[src/rtl/beam_gather.sv]
// beam_gather: collects one beam from the selected DAC-side channel into a FIFO
// and replays it as a framed stream of FRAME_LEN beats with backpressure.
module beam_gather #(
    parameter int unsigned DATA_W     = 32,
    parameter int unsigned FIFO_DEPTH = 16,
    parameter int unsigned FRAME_LEN  = 1024
) (
    input  logic              clk,
    input  logic              rst,
    input  logic [1:0]        src_sel,
    input  logic [DATA_W-1:0] ch1_t_data,
    input  logic              ch1_t_valid,
    input  logic [DATA_W-1:0] ch2_t_data,
    input  logic              ch2_t_valid,
    input  logic [DATA_W-1:0] ch3_t_data,
    input  logic              ch3_t_valid,
    output logic [DATA_W-1:0] mod_t_data,
    output logic              mod_t_valid,
    input  logic              mod_t_ready,
    output logic              mod_t_last,
    output logic              frame_done,
    output logic [2:0]        ovf,
    input  logic              ovf_clr
);

    localparam int unsigned AW = $clog2(FIFO_DEPTH);
    localparam int unsigned PW = AW + 1;
    localparam int unsigned CW = $clog2(FRAME_LEN + 1);
    localparam logic [CW-1:0] LAST_IDX = CW'(FRAME_LEN - 1);

    typedef enum logic [1:0] {
        IDLE,
        FILL,
        DRAIN
    } state_t;

    state_t            state;
    logic [1:0]        active_sel;
    logic [CW-1:0]     in_cnt;
    logic [CW-1:0]     out_cnt;
    logic [PW-1:0]     wr_ptr;
    logic [PW-1:0]     rd_ptr;
    logic [DATA_W-1:0] mem [FIFO_DEPTH];

    logic              act_valid;
    logic [DATA_W-1:0] act_data;
    logic              fifo_empty;
    logic              fifo_full;
    logic              handshake;
    logic              pop;
    logic              in_fire;
    logic              wr_en;
    logic [2:0]        ovf_set;
    logic [CW-1:0]     next_idx;

    // Route the latched channel and derive FIFO/handshake controls.
    always_comb begin
        act_valid = 1'b0;
        act_data  = '0;
        ovf_set   = 3'b000;
        unique case (active_sel)
            2'd0:    begin act_valid = ch1_t_valid; act_data = ch1_t_data; end
            2'd1:    begin act_valid = ch2_t_valid; act_data = ch2_t_data; end
            2'd2:    begin act_valid = ch3_t_valid; act_data = ch3_t_data; end
            default: begin act_valid = 1'b0;        act_data = '0;         end
        endcase

        fifo_empty = (wr_ptr == rd_ptr);
        fifo_full  = (wr_ptr[AW] != rd_ptr[AW]) && (wr_ptr[AW-1:0] == rd_ptr[AW-1:0]);
        handshake  = mod_t_valid && mod_t_ready;
        pop        = !fifo_empty && (!mod_t_valid || mod_t_ready);
        in_fire    = (state == FILL) && act_valid;
        // A pop in the same cycle frees a slot, so a full FIFO still takes the write.
        wr_en      = in_fire && (!fifo_full || pop);
        if (in_fire && fifo_full && !pop) begin
            ovf_set = 3'b001 << active_sel;
        end
        // Frame index of the beat about to enter the output stage.
        next_idx   = out_cnt + CW'(mod_t_valid);
    end

    // FIFO storage; contents need no reset because the pointers are flushed.
    always_ff @(posedge clk) begin
        if (wr_en) begin
            mem[wr_ptr[AW-1:0]] <= act_data;
        end
    end

    // Control FSM, FIFO pointers, output stage and overflow flags.
    always_ff @(posedge clk) begin
        if (rst) begin
            state       <= IDLE;
            active_sel  <= 2'd0;
            in_cnt      <= '0;
            out_cnt     <= '0;
            wr_ptr      <= '0;
            rd_ptr      <= '0;
            mod_t_data  <= '0;
            mod_t_valid <= 1'b0;
            mod_t_last  <= 1'b0;
            frame_done  <= 1'b0;
            ovf         <= 3'b000;
        end else begin
            frame_done <= 1'b0;
            ovf        <= (ovf & ~{3{ovf_clr}}) | ovf_set;

            if (wr_en) begin
                wr_ptr <= wr_ptr + PW'(1);
            end

            if (pop) begin
                rd_ptr      <= rd_ptr + PW'(1);
                mod_t_data  <= mem[rd_ptr[AW-1:0]];
                mod_t_valid <= 1'b1;
                mod_t_last  <= (next_idx == LAST_IDX);
            end else if (handshake) begin
                mod_t_valid <= 1'b0;
                mod_t_last  <= 1'b0;
            end

            if (handshake) begin
                out_cnt <= out_cnt + CW'(1);
            end

            unique case (state)
                IDLE: begin
                    if (src_sel != 2'b11) begin
                        active_sel <= src_sel;
                        in_cnt     <= '0;
                        out_cnt    <= '0;
                        state      <= FILL;
                    end
                end
                FILL: begin
                    if (wr_en) begin
                        in_cnt <= in_cnt + CW'(1);
                        if (in_cnt == LAST_IDX) begin
                            state <= DRAIN;
                        end
                    end
                end
                DRAIN: begin
                    if (handshake && mod_t_last) begin
                        state      <= IDLE;
                        frame_done <= 1'b1;
                    end
                end
                default: state <= IDLE;
            endcase
        end
    end

endmodule

[config.mk]
export PLATFORM = sky130hd
export DESIGN_NAME = beam_gather
export DESIGN_NICKNAME = d
export VERILOG_FILES = /design/src/rtl/beam_gather.sv
export SDC_FILE = /design/constraint.sdc
export NUM_CORES = 1
export LEC_CHECK = 0
export CAP_MARGIN = 15
export CORE_UTILIZATION = 35
export CTS_CLUSTER_DIAMETER = 150
export DETAILED_ROUTE_END_ITERATION = 16
export PLACE_DENSITY_LB_ADDON = 0.12
export SLEW_MARGIN = 10
export SYNTH_ARGS = -nofsm -noshare
export SYNTH_HDL_FRONTEND = slang
export SYNTH_SLANG_ARGS = --single-unit
[constraint.sdc]
create_clock -name clk -period 5.3 [get_ports clk]
set_clock_uncertainty 0.1 [all_clocks]
set_input_delay 1.325 -clock clk [delete_from_list [all_inputs] [get_ports clk]]
set_output_delay 1.325 -clock clk [all_outputs]
set_load 0.01 [all_outputs]
==> impl_results.md <==
- Status: finished, final reports clean
- Met2 usage: 0.267
- Pre-antenna DRT Iters: 5
- Largest net degree at the start of global routing: 133
- Most frequent cells in the layout: 512 x edfxtp_1, 142 x clkdlybuf4s50_1, 128 x mux4_2, 68 x dfxtp_1, 66 x mux2i_1
- Initial antenna violation count: 1
- Vias per cell: 5.13
- Grt peak-use layer: met2
- Drt total wl: 56300 um
- Worst Setup Start Kind: primary input
- Clock sink total: 586
- CTS tree: built
- Yosys warns: 0
- Starting Density: 0.354
- Final core occ: 0.426
- #FFs+latches synth: 586
- Slew Viols, Final: 0
- Mapped cell area: 0.0233 mm2
- Final net count: 1567
- Hold/Removal Path Class: flop to flop
- Area grow syn2layout: 20.5%
- Setup bufs post-CTS: 0
- Core area: 0.0657 mm2
- # IOs: 143
- Clock latency on the worst-skew pair: 620 ps
- CTS max path bufs: 3
- Chip Width: 260 um
- # Max-Cap Violations: 0
- Sequential share of power: 0.467
- Required @ worst endpoint: 5470 ps
- Layout cell share with drive strength beyond 1: 0.230
- Root Driver: clkbuf_16
- Commonest non-fill, non-tap cell in the layout: edfxtp_1
- DRT antenna net count: 0
- VDD IR max: 255 uV
- Syn avg cell area: 18.5 um2
- Critical Path AT: 3780 ps
- Ant. Diodes: 0
- Relative slew slack: 0.266
- Hold buffer count at CTS: 0
- Die Span Y: 260 um
- CTS clk-pin slew, worst paths: 60 ps
- Comb pwr share: 0.170
- Buffers on Ports: 142
- Worst slew pin tran: 1100 ps
- Unrepaired setup endpoints after global routing: no
- Die Area: 0.0675 mm2
- Drt drc: 0
- Switching power: 2.96 mW
- CTS Buf Count: 61
- Internal power: 8.75 mW
- Pwr Total: 11.7 mW
- EDFF count, synth: 512
- Grt total ovfl: 0
- First-pass GRT wire length: 83600 um
- Final worst path period share: 0.681
- Tot GR Track Use: 0.169
- Pwr dens: 418 mW/mm2
- Achievable Freq: 277 MHz
- Met1 Usage GRT: 0.242
- Yosys cell types: 49
- Fin. Hold Viols: 0
- Via count: 12200
- Net count after synthesis: 1372
- Clk pwr share: 0.363
- GP Congestion: 0.751
- DR WL/cell: 23.8 um
- Critical Path Fanout Max: 22
- Row cnt: 94
- Crit path kind: primary input to flop
- Sw Ratio: 0.253
- Met3 Resource Use GR: 0.0269
- Crit path capture type: flop
- Final Setup Violations: 0
- Post-cts resize count: 0
- H-tree depth: 2
- Leakage: 8.71 nW
- Hold Slack: 363 ps
- Fraction of registers with async set/reset: 0
- Post-DP HPWL: 33100 um
- Iter 0 DRT Violations: 676
- Setup TNS: 0 ps
- Fin crit period: 3610 ps
- Cells after synthesis: 1258
- Number of global-route vias before repair: 12600
- Primary FF master, synth: edfxtp_1
- Sequential fraction of the synthesis area: 0.725
through the flow:
| step | setup WS (ps) | area (um2) | std cells |
|---|---|---|---|
| after floorplan | 600 | 23300 | 1258 |
| after global placement | 1070 | 26000 | 2254 |
| after detailed placement | 1040 | 26000 | 2254 |
| after CTS | 1650 | 28000 | 2368 |
| after global routing | 1510 | 28000 | 2368 |
| final | 1690 | 28000 | 2368 |
Yosys cell counts (26+ instances only):
cell | n | share of area
clkbuf_1 | 35 | 0.0056
nand2_1 | 52 | 0.0084
buf_2 | 26 | 0.0056
mux2_2 | 32 | 0.015
nor2_1 | 63 | 0.010
edfxtp_1 | 512 | 0.66
o2bb2ai_1 | 32 | 0.012
dfxtp_1 | 74 | 0.064
o21ai_0 | 36 | 0.0077
mux2i_1 | 66 | 0.028
a21oi_1 | 50 | 0.011
mux4_2 | 128 | 0.12
power by group through the flow:
stage | combinational [mW] | sequential (mW) | clock [mW]
2_1_floorplan | 1.21 | 5.51 | 0
3_3_place_gp | 2.02 | 5.57 | 0
3_5_place_dp | 2.04 | 5.57 | 0
4_1_cts | 2.04 | 5.47 | 4.37
5_1_grt | 2.16 | 5.49 | 4.53
6_report | 1.99 | 5.47 | 4.25
final timing paths:
check | startpoint | endpoint | slack [ps] | cells past startpoint
worst max-delay path | ch2_t_valid | mem[2][9] | 1690 | 6
worst min-delay path | mod_t_data[6] | mod_t_data[6] | 360 | 1
worst max register to register | active_sel[0] | mem[2][9] | 1690 | 6
worst min register to register | mod_t_data[6] | mod_t_data[6] | 360 | 1
routing by layer:
metal | part of all wire | routed length (um) | vias to the layer above
li1 | - | - | 5485
met4 | 0.017 | 982 | 0
met5 | 0 | 0 | -
met3 | 0.045 | 2510 | 63
met2 | 0.47 | 26400 | 274
met1 | 0.47 | 26500 | 6329
flip-flops by register name, summed over array words and instances (netlist names):
name / cells
active_sel: 2
frame_done: 1
in_cnt: 11
mem: 512
mod_t_data: 32
mod_t_last: 1
mod_t_valid: 1
out_cnt: 11
ovf: 3
rd_ptr: 5
state: 2
wr_ptr: 5
cells by family (layout without fill, tap and decap cells):
kind of cell             after synthesis  in the layout  share of synthesized area
buffers and inverters                 81            327                     0.0151
XOR/XNOR                              21             21                    0.00823
adder cells (fa/ha/maj)                9              9                    0.00484
AND/OR/NAND/NOR                      190            190                     0.0387
flip-flops                           586            586                      0.725
multiplexers                         226            226                      0.168
AO/OA/AOI/OAI                        145            145                     0.0406
critical path, stage by stage:
cell and delay, ps:
clkdlybuf4s50_1 460, mux2i_1 100, or3_1 460, a22oi_4 440, and3_2 530, buf_4 440
final cells by class:
| type | instances | area [um2] |
|---|---|---|
| clock buffers | 91 | 1740 |
| multi-input cells | 591 | 6110 |
| fillers | 5750 | 37700 |
| well taps | 864 | 1080 |
| flip-flops and latches | 586 | 16900 |
| inverters | 7 | 26.3 |
| clock inverters | 23 | 253 |
| repair buffers | 206 | 1950 |
No activity file was read; power rests on OpenSTA's default activity.
